<file path="src/rtl/spu_pkg.sv">
// Shared types and helpers for the LayerNorm square-root scheduler and its sqrt unit.
package spu_pkg;

  typedef enum logic [1:0] {
    ST_IDLE  = 2'd0,
    ST_ISSUE = 2'd1,
    ST_WAIT  = 2'd2,
    ST_RESP  = 2'd3
  } state_t;

  // Root width for a DW-bit operand; odd widths round up to the next even width.
  function automatic int rw_of(input int dw);
    return (dw + dw % 2) / 2;
  endfunction

endpackage

</file>
<file path="src/rtl/spu_rr_arb.sv">
// Combinational round-robin pick: first asserted request at or above the pointer, wrapping.
module spu_rr_arb #(
  parameter  int NREQ = 4,
  localparam int IDW  = $clog2(NREQ)
) (
  input  logic [NREQ-1:0] i_req,
  input  logic [IDW-1:0]  i_ptr,
  output logic [NREQ-1:0] o_gnt,
  output logic [IDW-1:0]  o_idx,
  output logic            o_any
);

  int             w_k;
  logic [IDW-1:0] w_sel;

  always_comb begin
    o_gnt = '0;
    o_idx = '0;
    o_any = 1'b0;
    w_k   = 0;
    w_sel = '0;
    for (int i = 0; i < NREQ; i++) begin
      w_k   = (int'(i_ptr) + i) % NREQ;
      w_sel = IDW'(w_k);
      if (!o_any && i_req[w_sel]) begin
        o_any        = 1'b1;
        o_gnt[w_sel] = 1'b1;
        o_idx        = w_sel;
      end
    end
  end

endmodule

</file>
<file path="src/rtl/spu_ln_sqrt_sched.sv">
// Shares one iterative sqrt unit between NREQ LayerNorm lanes with round-robin issue,
// a watchdog on the finish wait, and a single tagged valid/ready response channel.
module spu_ln_sqrt_sched
  import spu_pkg::*;
#(
  parameter  int NREQ = 4,
  parameter  int DW   = 16,
  parameter  int TMO  = 12,
  localparam int RW   = rw_of(DW),
  localparam int IDW  = $clog2(NREQ)
) (
  input  logic               core_clk,
  input  logic               rst_n,
  input  logic [NREQ-1:0]    req_valid_i,
  input  logic [NREQ*DW-1:0] req_data_i,
  output logic [NREQ-1:0]    req_ready_o,
  output logic [DW-1:0]      sqrt_din_o,
  output logic               sqrt_din_valid_o,
  input  logic               sqrt_finish_i,
  input  logic [RW-1:0]      sqrt_res_i,
  output logic               rsp_valid_o,
  output logic [IDW-1:0]     rsp_id_o,
  output logic [RW-1:0]      rsp_data_o,
  output logic               rsp_err_o,
  input  logic               rsp_ready_i,
  output logic               busy_o
);

  localparam int            CW       = $clog2(TMO + 1);
  localparam logic [CW-1:0] TMO_LAST = CW'(TMO - 1);

  state_t         r_state;
  state_t         w_state_nxt;
  logic [IDW-1:0] r_ptr;
  logic [IDW-1:0] r_id;
  logic [DW-1:0]  r_opnd;
  logic [RW-1:0]  r_data;
  logic           r_err;
  logic [CW-1:0]  r_cnt;

  logic [NREQ-1:0] w_gnt;
  logic [IDW-1:0]  w_idx;
  logic            w_any;
  logic            w_tmo;
  logic [DW-1:0]   w_lane_data [NREQ];

  for (genvar k = 0; k < NREQ; k++) begin : g_lane
    assign w_lane_data[k] = req_data_i[k*DW +: DW];
  end

  spu_rr_arb #(.NREQ(NREQ)) u_arb (
    .i_req (req_valid_i),
    .i_ptr (r_ptr),
    .o_gnt (w_gnt),
    .o_idx (w_idx),
    .o_any (w_any)
  );

  assign w_tmo = (r_cnt == TMO_LAST);

  always_comb begin
    w_state_nxt = r_state;
    case (r_state)
      ST_IDLE:  if (w_any) w_state_nxt = ST_ISSUE;
      ST_ISSUE: w_state_nxt = ST_WAIT;
      ST_WAIT:  if (sqrt_finish_i || w_tmo) w_state_nxt = ST_RESP;
      ST_RESP:  if (rsp_ready_i) w_state_nxt = ST_IDLE;
      default:  w_state_nxt = ST_IDLE;
    endcase
  end

  always_ff @(posedge core_clk or negedge rst_n) begin
    if (!rst_n) r_state <= ST_IDLE;
    else        r_state <= w_state_nxt;
  end

  always_ff @(posedge core_clk or negedge rst_n) begin
    if (!rst_n) begin
      r_ptr  <= '0;
      r_id   <= '0;
      r_opnd <= '0;
      r_data <= '0;
      r_err  <= 1'b0;
      r_cnt  <= '0;
    end else begin
      case (r_state)
        ST_IDLE: if (w_any) begin
          r_opnd <= w_lane_data[w_idx];
          r_id   <= w_idx;
          r_ptr  <= (w_idx == IDW'(NREQ - 1)) ? '0 : w_idx + 1'b1;
        end
        ST_ISSUE: r_cnt <= '0;
        ST_WAIT: begin
          r_cnt <= r_cnt + 1'b1;
          // A finish in the expiry cycle still counts as a good result.
          if (sqrt_finish_i) begin
            r_data <= sqrt_res_i;
            r_err  <= 1'b0;
          end else if (w_tmo) begin
            r_data <= '0;
            r_err  <= 1'b1;
          end
        end
        default: ;
      endcase
    end
  end

  assign req_ready_o      = (r_state == ST_IDLE) ? w_gnt : '0;
  assign sqrt_din_valid_o = (r_state == ST_ISSUE);
  assign sqrt_din_o       = (r_state == ST_ISSUE) ? r_opnd : '0;
  assign rsp_valid_o      = (r_state == ST_RESP);
  assign rsp_id_o         = (r_state == ST_RESP) ? r_id : '0;
  assign rsp_data_o       = (r_state == ST_RESP) ? r_data : '0;
  assign rsp_err_o        = (r_state == ST_RESP) ? r_err : 1'b0;
  assign busy_o           = (r_state != ST_IDLE);

endmodule

</file>
<file path="config.mk">
export PLATFORM = sky130hd
export DESIGN_NAME = spu_ln_sqrt_sched
export DESIGN_NICKNAME = d
export VERILOG_FILES = /design/src/rtl/spu_pkg.sv /design/src/rtl/spu_rr_arb.sv /design/src/rtl/spu_ln_sqrt_sched.sv
export SDC_FILE = /design/constraint.sdc
export NUM_CORES = 1
export LEC_CHECK = 0
export CAP_MARGIN = 20
export CORE_MARGIN = 4
export CORE_UTILIZATION = 41
export CTS_BUF_LIST = sky130_fd_sc_hd__clkbuf_8
export DETAILED_ROUTE_END_ITERATION = 7
export GPL_TIMING_DRIVEN = 1
export PLACE_DENSITY = 0.82
export SLEW_MARGIN = 20
export SYNTH_ARGS = -nofsm -noshare
export SYNTH_HDL_FRONTEND = slang
export SYNTH_SLANG_ARGS = --single-unit
</file>
<file path="constraint.sdc">
create_clock -name core_clk -period 5.5 [get_ports core_clk]
set_clock_uncertainty 0.1 [all_clocks]
set_input_delay 1.1 -clock core_clk [delete_from_list [all_inputs] [get_ports core_clk]]
set_output_delay 1.1 -clock core_clk [all_outputs]
set_load 0.02 [all_outputs]
</file>
Yosys cells after proc, flatten, opt, wreduce, memory -nomap -nowiden
Index checks and enable logic that the tools add are counted.

storage, ports and cells
  flip-flop bits (word level) = 35
  input bits = 80
  logic and storage cells = 97

cells by class
  add/sub/neg operators = 5
  $lt $le $gt $ge = 9
  eq/ne operators = 8
  mux-type cells = 46
  bitwise operators = 4
  reductions and logical operators = 18

operators by type and width
  cell                                                                                  count
  16-bit 2-to-1 mux                                                                     3
  16-bit binary-select mux with 2-bit select                                            1
  8-bit 2-to-1 mux                                                                      3
  4-bit 2-to-1 mux                                                                      5
  2-bit 2-to-1 mux                                                                      9
  1-bit 2-to-1 mux                                                                      15
  2-bit by 3-bit less-than comparator with 1-bit output (second input constant)         4
  4-bit bitwise OR                                                                      3
  1-bit binary-select mux with 2-bit select                                             4
  1-bit demux with 2-bit select                                                         4
  2-bit by 1-bit greater-or-equal comparator with 1-bit output (second input constant)  4
  2-bit one-hot mux with 4 select lines                                                 1
  4-bit one-hot mux with 2 select lines                                                 1
  1-bit logical AND                                                                     7
  2-bit == test (second input constant)                                                 3
  2-bit nonzero test                                                                    3
  2-bit by 1-bit adder with 2-bit output (second input constant)                        2
  2-bit adder (second input constant)                                                   2
  4-bit by 1-bit adder with 4-bit output (second input constant)                        1
  4-bit == test (second input constant)                                                 1
  2-bit by 1-bit != test with 1-bit output (second input constant)                      2
  2-bit AND reduction                                                                   2
  3-bit greater-or-equal comparator (second input constant)                             1
  1-bit zero test                                                                       3
  6 further kinds                                                                       6

Logic depth before layout (Yosys ltp)
Gate-level depths: netlist of the first run.

  depth in word-level cells = 16
  depth in mapped cells = 11
  depth with buffers taken out = 8

Cells and area by module
Synthesis of the first run repeated with hierarchy kept, for this count alone.

second synthesis, totals
  cell total of the unflattened synthesis = 243
  area total of the unflattened synthesis = 2543.7 sq um

by module, submodules not included
  module             times used  cells each  area each (sq um)  seq. area each (sq um)
  spu_ln_sqrt_sched  1           198         2124.5             875.8
  spu_rr_arb         1           45          419.2              0.0

Least setup slack after synthesis of the first run
Ideal clock, no wire load.

  path kind = input to output
  start = input req_valid_i[3]
  end = output req_ready_o[0]
  arrival = 2654 ps
  data required time = 4300 ps
  path slack = 1646 ps
  cell stages on the path = 6
  path buffers = 1
  cell sequence = mux4_2 > buf_4 > or3_4 > nor2_1 > a221oi_1 > nor2_1

between the ends
  cells in the longest elaborated chain, start to end = 13

ends and longest elaborated chain
  item                                       RTL line                  text
  start, declared                            spu_ln_sqrt_sched.sv:14   input logic [NREQ-1:0] req_valid_i,
  1-bit binary-select mux with 2-bit select  spu_rr_arb.sv:25          if (!o_any && i_req[w_sel]) begin
  1-bit 2-to-1 mux (implied by the code)     spu_rr_arb.sv:25
  1-bit 2-to-1 mux                           spu_rr_arb.sv:25
  1-bit zero test                            spu_rr_arb.sv:25
  1-bit logical AND                          spu_rr_arb.sv:25
  1-bit 2-to-1 mux                           spu_rr_arb.sv:25
  1-bit zero test                            spu_rr_arb.sv:25
  1-bit logical AND                          spu_rr_arb.sv:25
  1-bit 2-to-1 mux                           spu_rr_arb.sv:25
  1-bit zero test                            spu_rr_arb.sv:25
  1-bit logical AND                          spu_rr_arb.sv:25
  4-bit 2-to-1 mux *                         spu_rr_arb.sv:25
  4-bit 2-to-1 mux *                         spu_ln_sqrt_sched.sv:109  assign req_ready_o = (r_state == ST_IDLE) ? w_gnt : '0;
  end, declared                              spu_ln_sqrt_sched.sv:16   output logic [NREQ-1:0] req_ready_o,

Every way passes the cells marked *; elsewhere a longest branch is shown, timed or not. The select of a mux whose other input is x is not followed.

Worst setup path after layout of the first run
  start = register r_ptr[0]
  end = output req_ready_o[0]

between the ends
  cells in the longest elaborated chain, start to end = 13

ends and longest elaborated chain
  item                                                                                            RTL line                  text
  start, declared                                                                                 spu_ln_sqrt_sched.sv:34   logic [IDW-1:0] r_ptr;
  start signal, assigned                                                                          spu_ln_sqrt_sched.sv:90   r_ptr <= (w_idx == IDW'(NREQ - 1)) ? '0 : w_idx + 1'b1;
  branches (longest 11 deep; another with 2-bit by 3-bit less-than comparator with 1-bit output)  --
  4-bit 2-to-1 mux *                                                                              spu_rr_arb.sv:25
  4-bit 2-to-1 mux *                                                                              spu_ln_sqrt_sched.sv:109

Every way passes the cells marked *. The select of a mux whose other input is x is not followed.

==> results.yml, run 1 <==
run_status:
  status: "finished, final reports clean"
place:
  portBuffers: 113
  dp_hpwl_um: 5250
  routability_cong: 0.834
sta:
  hold_viol: 0
  timing.setup.tns_ps: 0
  report.final.slew_viol_count: 0
  fmax_mhz: 202
  post-route-min-period_ps: 4940
  slew_headroom: 0.463
  setup_repair_after_global_routing_missed_its_margin: "no"
  fin_crit_sh: 0.898
  setup_viol: 0
  worstMarginPinSlew_ps: 806
detailed_routing:
  route.top_layer_used: "met4"
  total_met3_wirelength_after_detailed_routing_um: 543
  post_drt_via_cell_ratio: 5.35
  detailroute.wirelength.met2_um: 3380
  route.layer.met1.wl_um: 2780
  ant_nets: 0
  drt_wirelength_um: 6830
  drc: 0
  wire_per_inst_um: 15.8
  drt_pre_antenna_iters: 4
  detailedRoute.firstIterationViolations: 130
  via_count_of_the_routed_design: 2313
critical_path:
  dominant_delay_contributor_by_cell_family_on_the_critical_path: "buffers and inverters"
  cp_slowest_cell: "dfrtp_1"
  crit_path_frequent_cell: "nor2_1"
  worst-r2r-setup-slack_ps: 1660
  worstReg2RegStart: "r_ptr[0]$_DFFE_PN0P_"
  cp_cell_sequence: "inv_1 > ha_1 > mux4_2 > or3_4 > nor2_1 > a221oi_1 > nor2_1 > clkdlybuf4s50_1"
  timing.critical_path.fanout_max: 15
  timing.critical_path.from_type: "flop"
  cp-end-kind: "output pin"
  timing.critical_path.slowest_cell_delay_ps: 700
  path_depth: 8
  worst-setup-path-type: "reg -> out"
  cp_data_arrival_time_ps: 3740
  worstPathBufferInverterCount: 2
  setup.worst_path.end: "req_ready_o[0]"
  cp_startpoint: "r_ptr[0]$_DFFE_PN0P_"
  rr_endpoint: "r_opnd[0]$_DFFE_PN0P_"
  ff2ff_path_depth: 9
  critical_path_required_ps: 4300
cts:
  cts.sinks: 35
  cts_max_level: 2
  resize_count_post_cts: 0
  worst_setup_hold_path_clk_slew_ps: 60
  clockBufferDepth: 2
  number_of_clock_buffers_inserted_by_tritoncts: 5
  post_cts_setup_buffers: 0
  clock_insertion_delay_worst_skew_ps: 280
  cts-hold-fix-buffers: 0
  clockRootBuffer: "clkbuf_8"
  cts_tree: "yes"
worst_hold_path:
  worst_hold_path_type: "reg -> reg"
logic_synthesis:
  netlist.area_leader.share: 0.345
  synth.top_cells.by_area: "dfrtp_1 (35%), mux2i_1 (14%), and2_1 (6.9%)"
  yosysSeqAreaShare: 0.345
  post_synth_edffs: 0
  synth_fp_nets: 344
  synth-seq-cells: 35
  postSynth.asyncResetShare: 1.00
  netlist-cell-type-count: 35
  synth_area_per_cell_um2: 10.1
  synth-main-ff-cell: "dfrtp_1"
  post_synth_top_cells: "dfrtp_1 (35), mux2i_1 (35), and2_1 (28), nand2_1 (26), nor2_1 (13)"
  post-synth-top-area-cell: "dfrtp_1"
  yosysWarnings: 0
  netlist_instances: 252
  post_synthesis_cell_area_um2: 2540
grt:
  first_global_vias: 2362
  grt-ovfl-total: 0
  grt_first_pass_wirelength_um: 11100
  largest_net_degree_at_the_start_of_global_routing: 36
  gr-usage-all-layers: 0.183
  antenna_found_initial: 0
cells_and_area:
  final_core_utilization: 0.629
  diodes: 0
  flow.area_growth_from_synthesis_pct: 47.7
  layout-drive-gt1-share: 0.0728
  fillCellCount: 484
  nNetsFinal: 450
floorplan:
  die-width_um: 86.7
  top_level_ports: 114
  rows: 28
  floorplan.die_area_um2: 7510
  initial_core_util: 0.426
  design.core.area_um2: 5960
  die-height_um: 86.7
power:
  cellLeakagePower_nw: 1.59
  vdd_ir_drop_max_uv: 331
  powerDensity_nw_per_um2: 533
flow_run:
  cap_viol_max_count: 0
how the worst min path moves through the flow:
stage	cells after the start	end	slack, ps	start
floorplan	2	r_id[1]$_DFFE_PN0P_	340	r_id[1]$_DFFE_PN0P_
global placement	2	r_id[1]$_DFFE_PN0P_	350	r_id[1]$_DFFE_PN0P_
detailed placement	2	r_id[1]$_DFFE_PN0P_	370	r_id[1]$_DFFE_PN0P_
CTS	2	r_opnd[7]$_DFFE_PN0P_	380	r_opnd[7]$_DFFE_PN0P_
global route	2	r_opnd[9]$_DFFE_PN0P_	400	r_opnd[9]$_DFFE_PN0P_
finish	2	r_opnd[7]$_DFFE_PN0P_	380	r_opnd[7]$_DFFE_PN0P_
cells by family (layout without fill, tap and decap cells):
group,Yosys count,in the layout,synth area share
simple gates,81,81,0.162
compound gates,54,54,0.188
mux,41,41,0.178
flops,35,35,0.345
buf+inv,27,132,0.0602
fa+ha+maj,12,12,0.0592
xor+xnor,2,2,0.00691
layout by cell type (no fill, tap or decap), types with 2 or more instances in the layout:
| cell | count |
|---|---|
| o22ai_1 | 2 |
| a211oi_1 | 2 |
| buf_4 | 2 |
| nand2_1 | 26 |
| o21ai_0 | 9 |
| a21oi_1 | 4 |
| o221ai_2 | 9 |
| nor2_1 | 13 |
| a22o_1 | 8 |
| ha_1 | 12 |
| nand2b_1 | 2 |
| mux4_2 | 3 |
| mux2_2 | 3 |
| inv_1 | 12 |
| clkbuf_8 | 5 |
| clkdlybuf4s50_1 | 112 |
| mux2i_1 | 35 |
| nor2b_1 | 5 |
| a221oi_1 | 4 |
| and2_1 | 28 |
| a22oi_1 | 4 |
| nand3_1 | 3 |
| xnor2_1 | 2 |
| o221ai_1 | 8 |
| dfrtp_1 | 35 |
stage by stage:
stage / instances / hold WS (ps) / instance area [um^2] / setup slack [ps] / total power [mW]
global route: 432 / 403 / 3740 / 297 / 2.16
CTS: 432 / 383 / 3740 / 553 / 2.01
floorplan: 252 / 338 / 2540 / 1650 / 1.49
finish: 432 / 379 / 3740 / 559 / 1.99
global placement: 426 / 353 / 3670 / 634 / 1.81
detailed placement: 426 / 366 / 3670 / 592 / 1.84
sequential cells by signal, summed over array words and instances (netlist names):
signal / flops
r_state: 2
r_opnd: 16
r_ptr: 2
r_err: 1
r_data: 8
r_cnt: 4
r_id: 2
tightest hold or removal path, cell delays in order, from the launching register on:
cell and delay [ps]:
dfrtp_1 330, nand2_1 60, o221ai_2 50
per-layer routing:
metal  global-route usage  vias to the layer above
met5                    0                        -
met4               0.0482                        0
met3               0.0618                       13
met2                0.306                       87
met1                0.225                     1090
li1                     -                     1123
area by class of cell:
class | instances | area (um^2) | area share
timing repair buffer | 115 | 1140 | 0.305
clock buffer | 5 | 68.8 | 0.0184
sequential | 35 | 876 | 0.234
clock inverter | 1 | 3.75 | 0.00100
multi-input combinational | 190 | 1520 | 0.406
inverter | 11 | 41.3 | 0.0110
tap | 75 | 93.8 | 0.0251
report_power, final:
| part | internal, mW | total (mW) | leakage, nW | switching (mW) |
|---|---|---|---|---|
| logic | 0.643 | 1.36 | 1.11 | 0.720 |
| registers | 0.380 | 0.467 | 0.438 | 0.0872 |
| clock network | 0.0824 | 0.164 | 0.0413 | 0.0819 |
(Power assumes the default switching activity.)
==> run 2, diff against run 1 <==
- SETUP_SLACK_MARGIN: default -> 0.3
- SKIP_CTS_REPAIR_TIMING: default -> 1
==> run 2 against run 1 <==
Effect of this change: first-iteration DRC count fell by 5.4%; sequential power barely moved; total power is 0.23% higher; critical endpoint unchanged; largest cell class unchanged; largest power group unchanged.
==> results.yml, run 2 (synthesis results as in run 1) <==
critical_path:
  rr_endpoint: "r_opnd[0]$_DFFE_PN0P_"
  critical_path_required_ps: 4300
  timing.critical_path.fanout_max: 10
  worst-setup-path-type: "in -> out"
  cp_slowest_cell: "mux4_2"
  timing.critical_path.slowest_cell_delay_ps: 620
  timing.critical_path.from_type: "input port"
  dominant_delay_contributor_by_cell_family_on_the_critical_path: "buffers and inverters"
  worstPathBufferInverterCount: 2
  ff2ff_path_depth: 9
  cp_data_arrival_time_ps: 3730
  cp_cell_sequence: "clkdlybuf4s50_1 > mux4_2 > or3_4 > nor2_1 > a221oi_1 > nor2_1 > clkdlybuf4s50_1"
  worst-r2r-setup-slack_ps: 1870
  cp-end-kind: "output pin"
  worstReg2RegStart: "r_ptr[0]$_DFFE_PN0P_"
detailed_routing:
  drc: 0
  drt_wirelength_um: 6870
  post_drt_via_cell_ratio: 5.37
  wire_per_inst_um: 15.9
  drt_pre_antenna_iters: 4
  ant_nets: 0
  via_count_of_the_routed_design: 2318
  detailedRoute.firstIterationViolations: 123
cells_and_area:
  flow.area_growth_from_synthesis_pct: 47.7
  fillCellCount: 486
  top_regs: "r_opnd: 16 flops, r_data: 8 flops, r_cnt: 4 flops"
  layout-drive-gt1-share: 0.0756
  nNetsFinal: 450
  layout_common_cells: "clkdlybuf4s50_1 (112), mux2i_1 (35), dfrtp_1 (34), and2_1 (28), nand2_1 (26)"
  finish.instance_area_um2: 3750
  final_core_utilization: 0.629
  commonest_non_fill_non_tap_cell_in_the_layout: "clkdlybuf4s50_1"
  multi_input_area_um2: 1520
  regMostFlops: "r_opnd"
  seqCellArea_um2: 877
  largest_reg_flops: 16
  diodes: 0
floorplan:
  initial_core_util: 0.426
  design.core.area_um2: 5960
  die-width_um: 86.7
  top_level_ports: 114
  floorplan.die_area_um2: 7510
  rows: 28
  die-height_um: 86.7
cts:
  worst_setup_hold_path_clk_slew_ps: 60
  clockRootBuffer: "clkbuf_8"
  clockBufferDepth: 2
  cts.sinks: 35
  clock_insertion_delay_worst_skew_ps: 280
  cts_max_level: 2
  number_of_clock_buffers_inserted_by_tritoncts: 5
  cts_tree: "yes"
sta:
  timing.setup.tns_ps: 0
  fin_crit_sh: 0.897
  fmax_mhz: 203
  setup_repair_after_global_routing_missed_its_margin: "no"
  slew_headroom: 0.460
  post-route-min-period_ps: 4930
  worstMarginPinSlew_ps: 810
  setup_viol: 0
  report.final.slew_viol_count: 0
  hold_viol: 0
grt:
  grt_first_pass_wirelength_um: 11100
  grt-ovfl-total: 0
  gr-usage-all-layers: 0.183
  first_global_vias: 2362
  largest_net_degree_at_the_start_of_global_routing: 36
  antenna_found_initial: 0
flow_run:
  cap_viol_max_count: 0
worst_hold_path:
  worst_hold_path_type: "reg -> reg"
  holdCritStartpoint: "r_opnd[7]$_DFFE_PN0P_"
  min_path_cells: 2
  whs_endpoint: "r_opnd[7]$_DFFE_PN0P_"
place:
  placement.cell_area_um2: 3670
  portBuffers: 113
  routability_cong: 0.834
  dp_hpwl_um: 5250
power:
  powerDensity_nw_per_um2: 534
  cellLeakagePower_nw: 1.59
  vdd_ir_drop_max_uv: 321
run_status:
  status: "finished, final reports clean"
run 2: worst register-to-register path, cell delays in order (launching register included):
cell and delay, ps:
dfrtp_2 560, inv_1 210, ha_1 420, mux4_2 620
nor2b_1 330, nor2_1 180, o2bb2ai_4 130, buf_4 470
mux2i_1 310, o221ai_1 150
run 2: where the power goes:
part / leakage, nW / total [mW] / switching, mW / internal (mW)
registers: 0.437 / 0.468 / 0.0877 / 0.381
clock network: 0.0413 / 0.164 / 0.0819 / 0.0824
logic: 1.11 / 1.37 / 0.723 / 0.643
total: 1.59 / 2.00 / 0.893 / 1.11
run 2: routing by layer:
layer | GRT usage | vias up | routed length (um)
met5 | 0 | - | 0
met4 | 0.0482 | 0 | 125
met3 | 0.0618 | 13 | 539
met2 | 0.306 | 89 | 3390
met1 | 0.225 | 1096 | 2820
li1 | - | 1120 | -
run 2: metrics by stage:
step	worst slack [ps]	hold slack [ps]	cells	total power, mW
after detailed placement	592	366	426	1.84
final	568	377	432	2.00
after floorplan	1650	338	252	1.49
after global routing	412	403	432	2.16
after CTS	553	383	432	2.01
after global placement	634	353	426	1.81
run 2: final cells by class:
cell class                      instances  share of cell area
Inverter                               11              0.0110
Sequential cell                        35               0.234
Clock buffer                            5              0.0184
Clock inverter                          1             0.00100
Multi-Input combinational cell        190               0.406
Tap cell                               75              0.0251
Timing Repair Buffer                  115               0.305
run 2: how the worst max path moves through the flow:
stage	startpoint	end	slack, ps	depth (start not counted)
final	req_valid_i[2]	req_ready_o[0]	570	7
after global routing	req_valid_i[3]	req_ready_o[3]	410	7
after CTS	r_ptr[0]$_DFFE_PN0P_	req_ready_o[1]	550	8
after detailed placement	req_valid_i[3]	req_ready_o[1]	590	7
after global placement	req_valid_i[2]	req_ready_o[1]	630	7
after floorplan	req_valid_i[3]	req_ready_o[0]	1650	6
